**src/rtl/delta_pkg.sv**
```systemverilog
// delta_pkg: shared state encoding, default widths, underflow window and iteration count
// for the delta_mul95 shift-add multiplier.
package delta_pkg;
    typedef enum logic [1:0] {IDLE, BUSY, DONE} state_t;
    localparam int DELTA_A_W = 48;
    localparam int DELTA_B_W = 47;
    localparam int DELTA_P_W = DELTA_A_W + DELTA_B_W;
    localparam int UFLOW_MSB = 94;
    localparam int UFLOW_LSB = 43;
    function automatic int num_iter(input int b_w, input int bpc);
        return (b_w + bpc - 1) / bpc;
    endfunction
endpackage

```
**src/rtl/delta_pp_add.sv**
```systemverilog
// delta_pp_add: adds one shifted partial product (b_slice * a) << shift to the accumulator.
module delta_pp_add
    import delta_pkg::*;
#(
    parameter int A_W  = DELTA_A_W,
    parameter int BPC  = 1,
    parameter int P_W  = DELTA_P_W,
    parameter int SH_W = 6
) (
    input  logic [P_W-1:0]  acc,
    input  logic [A_W-1:0]  a,
    input  logic [BPC-1:0]  b_slice,
    input  logic [SH_W-1:0] shift,
    output logic [P_W-1:0]  acc_next
);
    localparam int PP_W = A_W + BPC;
    logic [PP_W-1:0] pp;
    assign pp = PP_W'(a) * PP_W'(b_slice);
    assign acc_next = acc + (P_W'(pp) << shift);
endmodule

```
**src/rtl/delta_mul95.sv**
```systemverilog
// delta_mul95: sequential unsigned shift-add multiplier producing the 95-bit delta word.
// Define DELTA_UFLOW_FLAG_EN to add the registered underflow output.
module delta_mul95
    import delta_pkg::*;
#(
    parameter int A_W = DELTA_A_W,
    parameter int B_W = DELTA_B_W,
    parameter int BPC = 1,
    localparam int P_W = A_W + B_W
) (
    input  logic           clk,
    input  logic           rst_n,
    input  logic           in_valid,
    output logic           in_ready,
    input  logic [A_W-1:0] a,
    input  logic [B_W-1:0] b,
    output logic           out_valid,
    input  logic           out_ready,
    output logic [P_W-1:0] delta
`ifdef DELTA_UFLOW_FLAG_EN
    ,
    output logic           underflow
`endif
);
    localparam int N     = num_iter(B_W, BPC);
    localparam int CNT_W = $clog2(N + 1);
    localparam int BS_W  = N * BPC;
    localparam int SH_W  = $clog2(BS_W);
    state_t state, state_nxt;
    logic [A_W-1:0]   a_q;
    logic [BS_W-1:0]  b_sh;
    logic [P_W-1:0]   acc, acc_nxt;
    logic [CNT_W-1:0] cnt;
    logic [SH_W-1:0]  shift;
    logic             last;
    assign last  = cnt == CNT_W'(N - 1);
    assign shift = SH_W'(cnt * BPC);
    assign delta = acc;
    delta_pp_add #(.A_W(A_W), .BPC(BPC), .P_W(P_W), .SH_W(SH_W)) u_pp (
        .acc      (acc),
        .a        (a_q),
        .b_slice  (b_sh[BPC-1:0]),
        .shift    (shift),
        .acc_next (acc_nxt)
    );
    always_comb begin
        in_ready  = state == IDLE;
        out_valid = state == DONE;
        state_nxt = (state == IDLE && in_valid) ? BUSY :
                    (state == BUSY && last)     ? DONE :
                    (state == DONE && out_ready) ? IDLE : state;
    end
    // b is consumed LSB first from a zero-padded shift register
    always_ff @(posedge clk or negedge rst_n) begin
        if (!rst_n) begin
            state <= IDLE;
            a_q   <= '0;
            b_sh  <= '0;
            acc   <= '0;
            cnt   <= '0;
        end else begin
            state <= state_nxt;
            if (in_valid && in_ready) begin
                a_q  <= a;
                b_sh <= BS_W'(b);
                acc  <= '0;
                cnt  <= '0;
            end else if (state == BUSY) begin
                acc  <= acc_nxt;
                b_sh <= b_sh >> BPC;
                cnt  <= cnt + 1'b1;
            end
        end
    end
`ifdef DELTA_UFLOW_FLAG_EN
    always_ff @(posedge clk or negedge rst_n) begin
        if (!rst_n) underflow <= 1'b0;
        else underflow <= state_nxt == DONE &&
                          (state == DONE ? underflow : acc_nxt[UFLOW_MSB:UFLOW_LSB] == '0);
    end
`endif
endmodule

```
**config.mk**
```make
export PLATFORM = sky130hd
export DESIGN_NAME = delta_mul95
export DESIGN_NICKNAME = d
export VERILOG_FILES = /design/src/rtl/delta_pkg.sv /design/src/rtl/delta_pp_add.sv /design/src/rtl/delta_mul95.sv
export SDC_FILE = /design/constraint.sdc
export NUM_CORES = 1
export LEC_CHECK = 0
export BUFFER_PORTS_ARGS = -buffer_cell sky130_fd_sc_hd__buf_2
export CAP_MARGIN = 40
export CORE_MARGIN = 1.5
export CORE_UTILIZATION = 65
export DETAILED_ROUTE_END_ITERATION = 10
export HOLD_SLACK_MARGIN = 0.12
export PLACE_DENSITY = 0.87
export SYNTH_ARGS = -nofsm -noshare
export SYNTH_HDL_FRONTEND = slang
export SYNTH_SLANG_ARGS = --single-unit
```
**constraint.sdc**
```tcl
create_clock -name clk -period 8.6 [get_ports clk]
set_input_delay 2.15 -clock clk [delete_from_list [all_inputs] [get_ports clk]]
set_output_delay 2.15 -clock clk [all_outputs]
set_load 0.01 [all_outputs]
```
==> run summary <==
=============================================================================
Area inside the core boundary ..................................   26100 um^2
Warnings, synthesis ............................................            0
Worst-case headroom to the max-slew limit ......................        35.4%
Final HPWL from detailed placement .............................     43800 um
Count of vias placed by the detailed router ....................        18100
TritonCTS clock tree ...........................................        built
Run status ..................................................... complete, no violations
Internal reg-to-reg setup slack ................................      2.38 ns
Delay of the slowest cell on the worst path ....................      0.69 ns
Number of setup buffers added after CTS ........................            0
Area post-placement ............................................   18300 um^2
Pwr Density .................................................... 97.9 nW/um^2
Worst-case setup margin in the final layout ....................      2.38 ns
Critical Path AT ...............................................      6.60 ns
Beginning of the worst hold path ...............................     b_sh[15]
Initial DRC Count ..............................................         2887
Final antenna diode count ......................................            0
Capturing point of the worst reg2reg path ......................    delta[85]
Relative area change from synthesis to final layout ............        9.76%
Count of state elements after synthesis ........................          198
Final hold violation count .....................................            0
Number of buffers added on ports ...............................          195
Post-route minimum period ......................................      6.22 ns
Die height .....................................................       166 um
Final Skew .....................................................    0.0270 ns
Worst-path clk slew ............................................      0.11 ns
Count of cells resized by post-cts repair ......................            0
Total routing usage reported by global routing .................        41.8%
Row cnt ........................................................           59
Final cell utilization of the core .............................        72.9%
Post-Syn Area ..................................................   17300 um^2
Worst IR drop on VDD ...........................................      97.4 uV
Horizontal extent of the die ...................................       166 um
Final std cell area, no fill ...................................   19000 um^2
Pin count of the biggest net entering global routing ...........           99
Dpl cells ......................................................         2622
Critical path peak fanout ......................................           38
Syn_nets .......................................................         2428
Fmax ...........................................................      161 MHz
Number of nets in the layout ...................................         2503
Endpoint of the worst hold path ................................     b_sh[15]
Total count of max-transition violations in the final report ...            0
Startpoint of the worst register-to-register path ..............       cnt[0]
Logic depth of the worst path, buffers included ................           18
Kind of end point of the critical path .........................         flop
Startpoint class of the critical path ..........................         flop
Total overflow reported by the global router ...................            0
Required time worst endpoint ...................................      8.97 ns
Final worst-path cycle share ...................................        72.3%
Post-synthesis instance total ..................................         2232
Buffer cell driving the clock tree root ........................ sky130_fd_sc_hd__clkbuf_16
Top cell family by delay on the critical path .................. compound AO/OA/AOI/OAI gates
1st-pass router iterations .....................................            7
Die area .......................................................   27600 um^2
Number of top-level pins .......................................          196
Number of non-filler instances in the completed layout .........         2655
Number of remaining DRC errors .................................            0
Number of buffers created by CTS ...............................           17
Sum of buffers and inverters on the critical path ..............            1
Routed wire per std cell .......................................      22.1 um
Buffer levels on the longest clock path ........................            2
Initial core utilization .......................................        66.4%
Count of cells along the worst register-to-register path .......           18
Total clock sinks ..............................................          198
Proportion of layout cells with a drive suffix above 1 .........        14.8%
Average via count per standard cell ............................         6.83
Async set or reset register ratio after synthesis ..............         100%
Max-cap check violation count ..................................            0
Critical path's slowest cell ................................... sky130_fd_sc_hd__dfrtp_2
Antenna violations before repair ...............................            1
Count of antenna-violating nets left after detailed routing ....            0
Sum of routed wire length over all layers ......................     58600 um
Type of the worst setup path ................................... flop to flop
Total negative setup slack .....................................         0 ns
Critical path, cell by cell .................................... buf_4, mux4_2, nand2_1, nor2_1, a31o_2, mux2i_1, mux2i_1, nand2_1, o21ai_0, ha_1, nand4_1, nor4_1, o2111ai_2, a2111oi_4, o2111ai_2, a211oi_2, o21ai_1, a32o_1
Portion of the post-synthesis area used by sequential elements .        28.6%
Count of distinct cell types in the synthesized netlist ........           84
Post-placement setup slack .....................................      2.48 ns
Maximum level of the CTS H-tree ................................            4
Hold buffer count at cts .......................................            0
Final count of negative-setup-slack endpoints ..................            0
Avg Inst Size Synth ............................................    7.75 um^2
Final estimated routing congestion in global placement .........         1.05
Cells on Worst Hold Path .......................................            2
Via count of the first global-routing pass .....................        16900
Later-pin clock latency in the skew report .....................      0.47 ns
Class of the tightest hold or removal check .................... flop to flop
Most instantiated flip-flop cell in the synthesis netlist ...... sky130_fd_sc_hd__dfrtp_1
Wire length of the first global-routing pass ...................     92200 um
Setup repair after global routing missed its margin ............           no
Worst Tran Pin Value ...........................................     0.955 ns
Static leakage power ...........................................      9.65 nW
Number of synthesized flops with an enable pin .................            0
=============================================================================
==> logic make-up (layout without fill, tap and decap cells) <==
logic type | after synthesis | count (layout) | synth area share (%)
compound gates | 660 | 660 | 24.1
simple gates | 903 | 903 | 22.8
mux | 104 | 104 | 9.14
buf+inv | 191 | 279 | 4.30
xor+xnor | 79 | 79 | 4.00
fa+ha+maj | 97 | 97 | 7.06
flops | 198 | 198 | 28.6
==> state kept, by name, indices dropped and copies added (netlist names) <==
name,cells
a_q,48
state,2
b_sh,47
cnt,6
delta,95
==> stage by stage <==
step           hold WS (ns)  power, mW
2_1_floorplan         0.447      0.949
3_3_place_gp          0.458      0.990
6_report              0.483       1.86
4_1_cts               0.485       1.85
5_1_grt               0.509       1.88
3_5_place_dp          0.463      0.993
==> where the power goes <==
part	total, mW	internal (mW)	leakage, nW	switching, mW
Clock	0.885	0.403	0.304	0.482
Sequential	0.930	0.930	2.24	0
Combinational	0.0453	0.0191	7.11	0.0263
==> final cells by class <==
type	instances	area, um^2
multi-input combinational	1843	11600
fill	2028	7070
sequential	198	4960
timing repair buffer	217	1250
clock buffer	17	425
tap	335	419
clock inverter	15	196
inverter	30	113
==> cells in the final DEF (no fill, tap or decap), types with 11 or more instances in the layout <==
cell type,n
sky130_fd_sc_hd__a21o_1,57
sky130_fd_sc_hd__a21oi_1,151
sky130_fd_sc_hd__a22oi_1,46
sky130_fd_sc_hd__a31o_2,13
sky130_fd_sc_hd__a31oi_1,25
sky130_fd_sc_hd__and2_1,23
sky130_fd_sc_hd__and3_1,12
sky130_fd_sc_hd__buf_2,194
sky130_fd_sc_hd__buf_4,16
sky130_fd_sc_hd__clkbuf_16,17
sky130_fd_sc_hd__dfrtp_1,193
sky130_fd_sc_hd__ha_1,96
sky130_fd_sc_hd__inv_1,27
sky130_fd_sc_hd__mux2i_1,59
sky130_fd_sc_hd__mux4_2,43
sky130_fd_sc_hd__nand2_1,473
sky130_fd_sc_hd__nand3_1,107
sky130_fd_sc_hd__nand4_1,42
sky130_fd_sc_hd__nor2_1,176
sky130_fd_sc_hd__nor3_1,19
sky130_fd_sc_hd__o211ai_1,12
sky130_fd_sc_hd__o21a_1,14
sky130_fd_sc_hd__o21ai_0,208
sky130_fd_sc_hd__o21ai_1,16
sky130_fd_sc_hd__o21bai_1,13
sky130_fd_sc_hd__o31ai_1,14
sky130_fd_sc_hd__or3_1,11
sky130_fd_sc_hd__xnor2_1,40
sky130_fd_sc_hd__xor2_1,39
==> how the worst max path moves through the flow <==
stage / from / end / slack [ns]
after global placement: cnt[0] / delta[85] / 2.61
after floorplan: cnt[0] / delta[84] / 3.83
after detailed placement: cnt[0] / delta[84] / 2.48
after global routing: cnt[0] / delta[88] / 2.00
final: cnt[0] / delta[85] / 2.38
after CTS: cnt[0] / delta[84] / 2.47
==> synth_stat cells (all sizes together), types with 43 or more instances <==
master / instances / area share, %
ha: 96 / 6.9
o21ai: 225 / 6.5
clkbuf: 121 / 2.6
nand4: 43 / 1.6
mux2i: 59 / 3.4
nand2: 474 / 10
a21oi: 151 / 4.4
a22oi: 46 / 2.0
dfrtp: 198 / 29
mux4: 43 / 5.6
nor2: 178 / 3.9
nand3: 107 / 3.1
a21o: 57 / 2.5
==> metal layers <==
| metal | GRT usage (%) | share of wire, % | vias to the layer above |
|---|---|---|---|
| met5 | 0 | 0.020 | - |
| met4 | 18.2 | 4.5 | 2 |
| met3 | 8.06 | 10 | 208 |
| met2 | 65.4 | 45 | 1174 |
| met1 | 56.6 | 40 | 8546 |
| li1 | - | - | 8206 |
==> worst min-delay path, cell delays in order, from the launching register on <==
cell and delay, ns:
sky130_fd_sc_hd__dfrtp_1 0.35, sky130_fd_sc_hd__nand2_1 0.05, sky130_fd_sc_hd__nand2_1 0.05
Note: power is estimated with default switching activity, not from simulation.
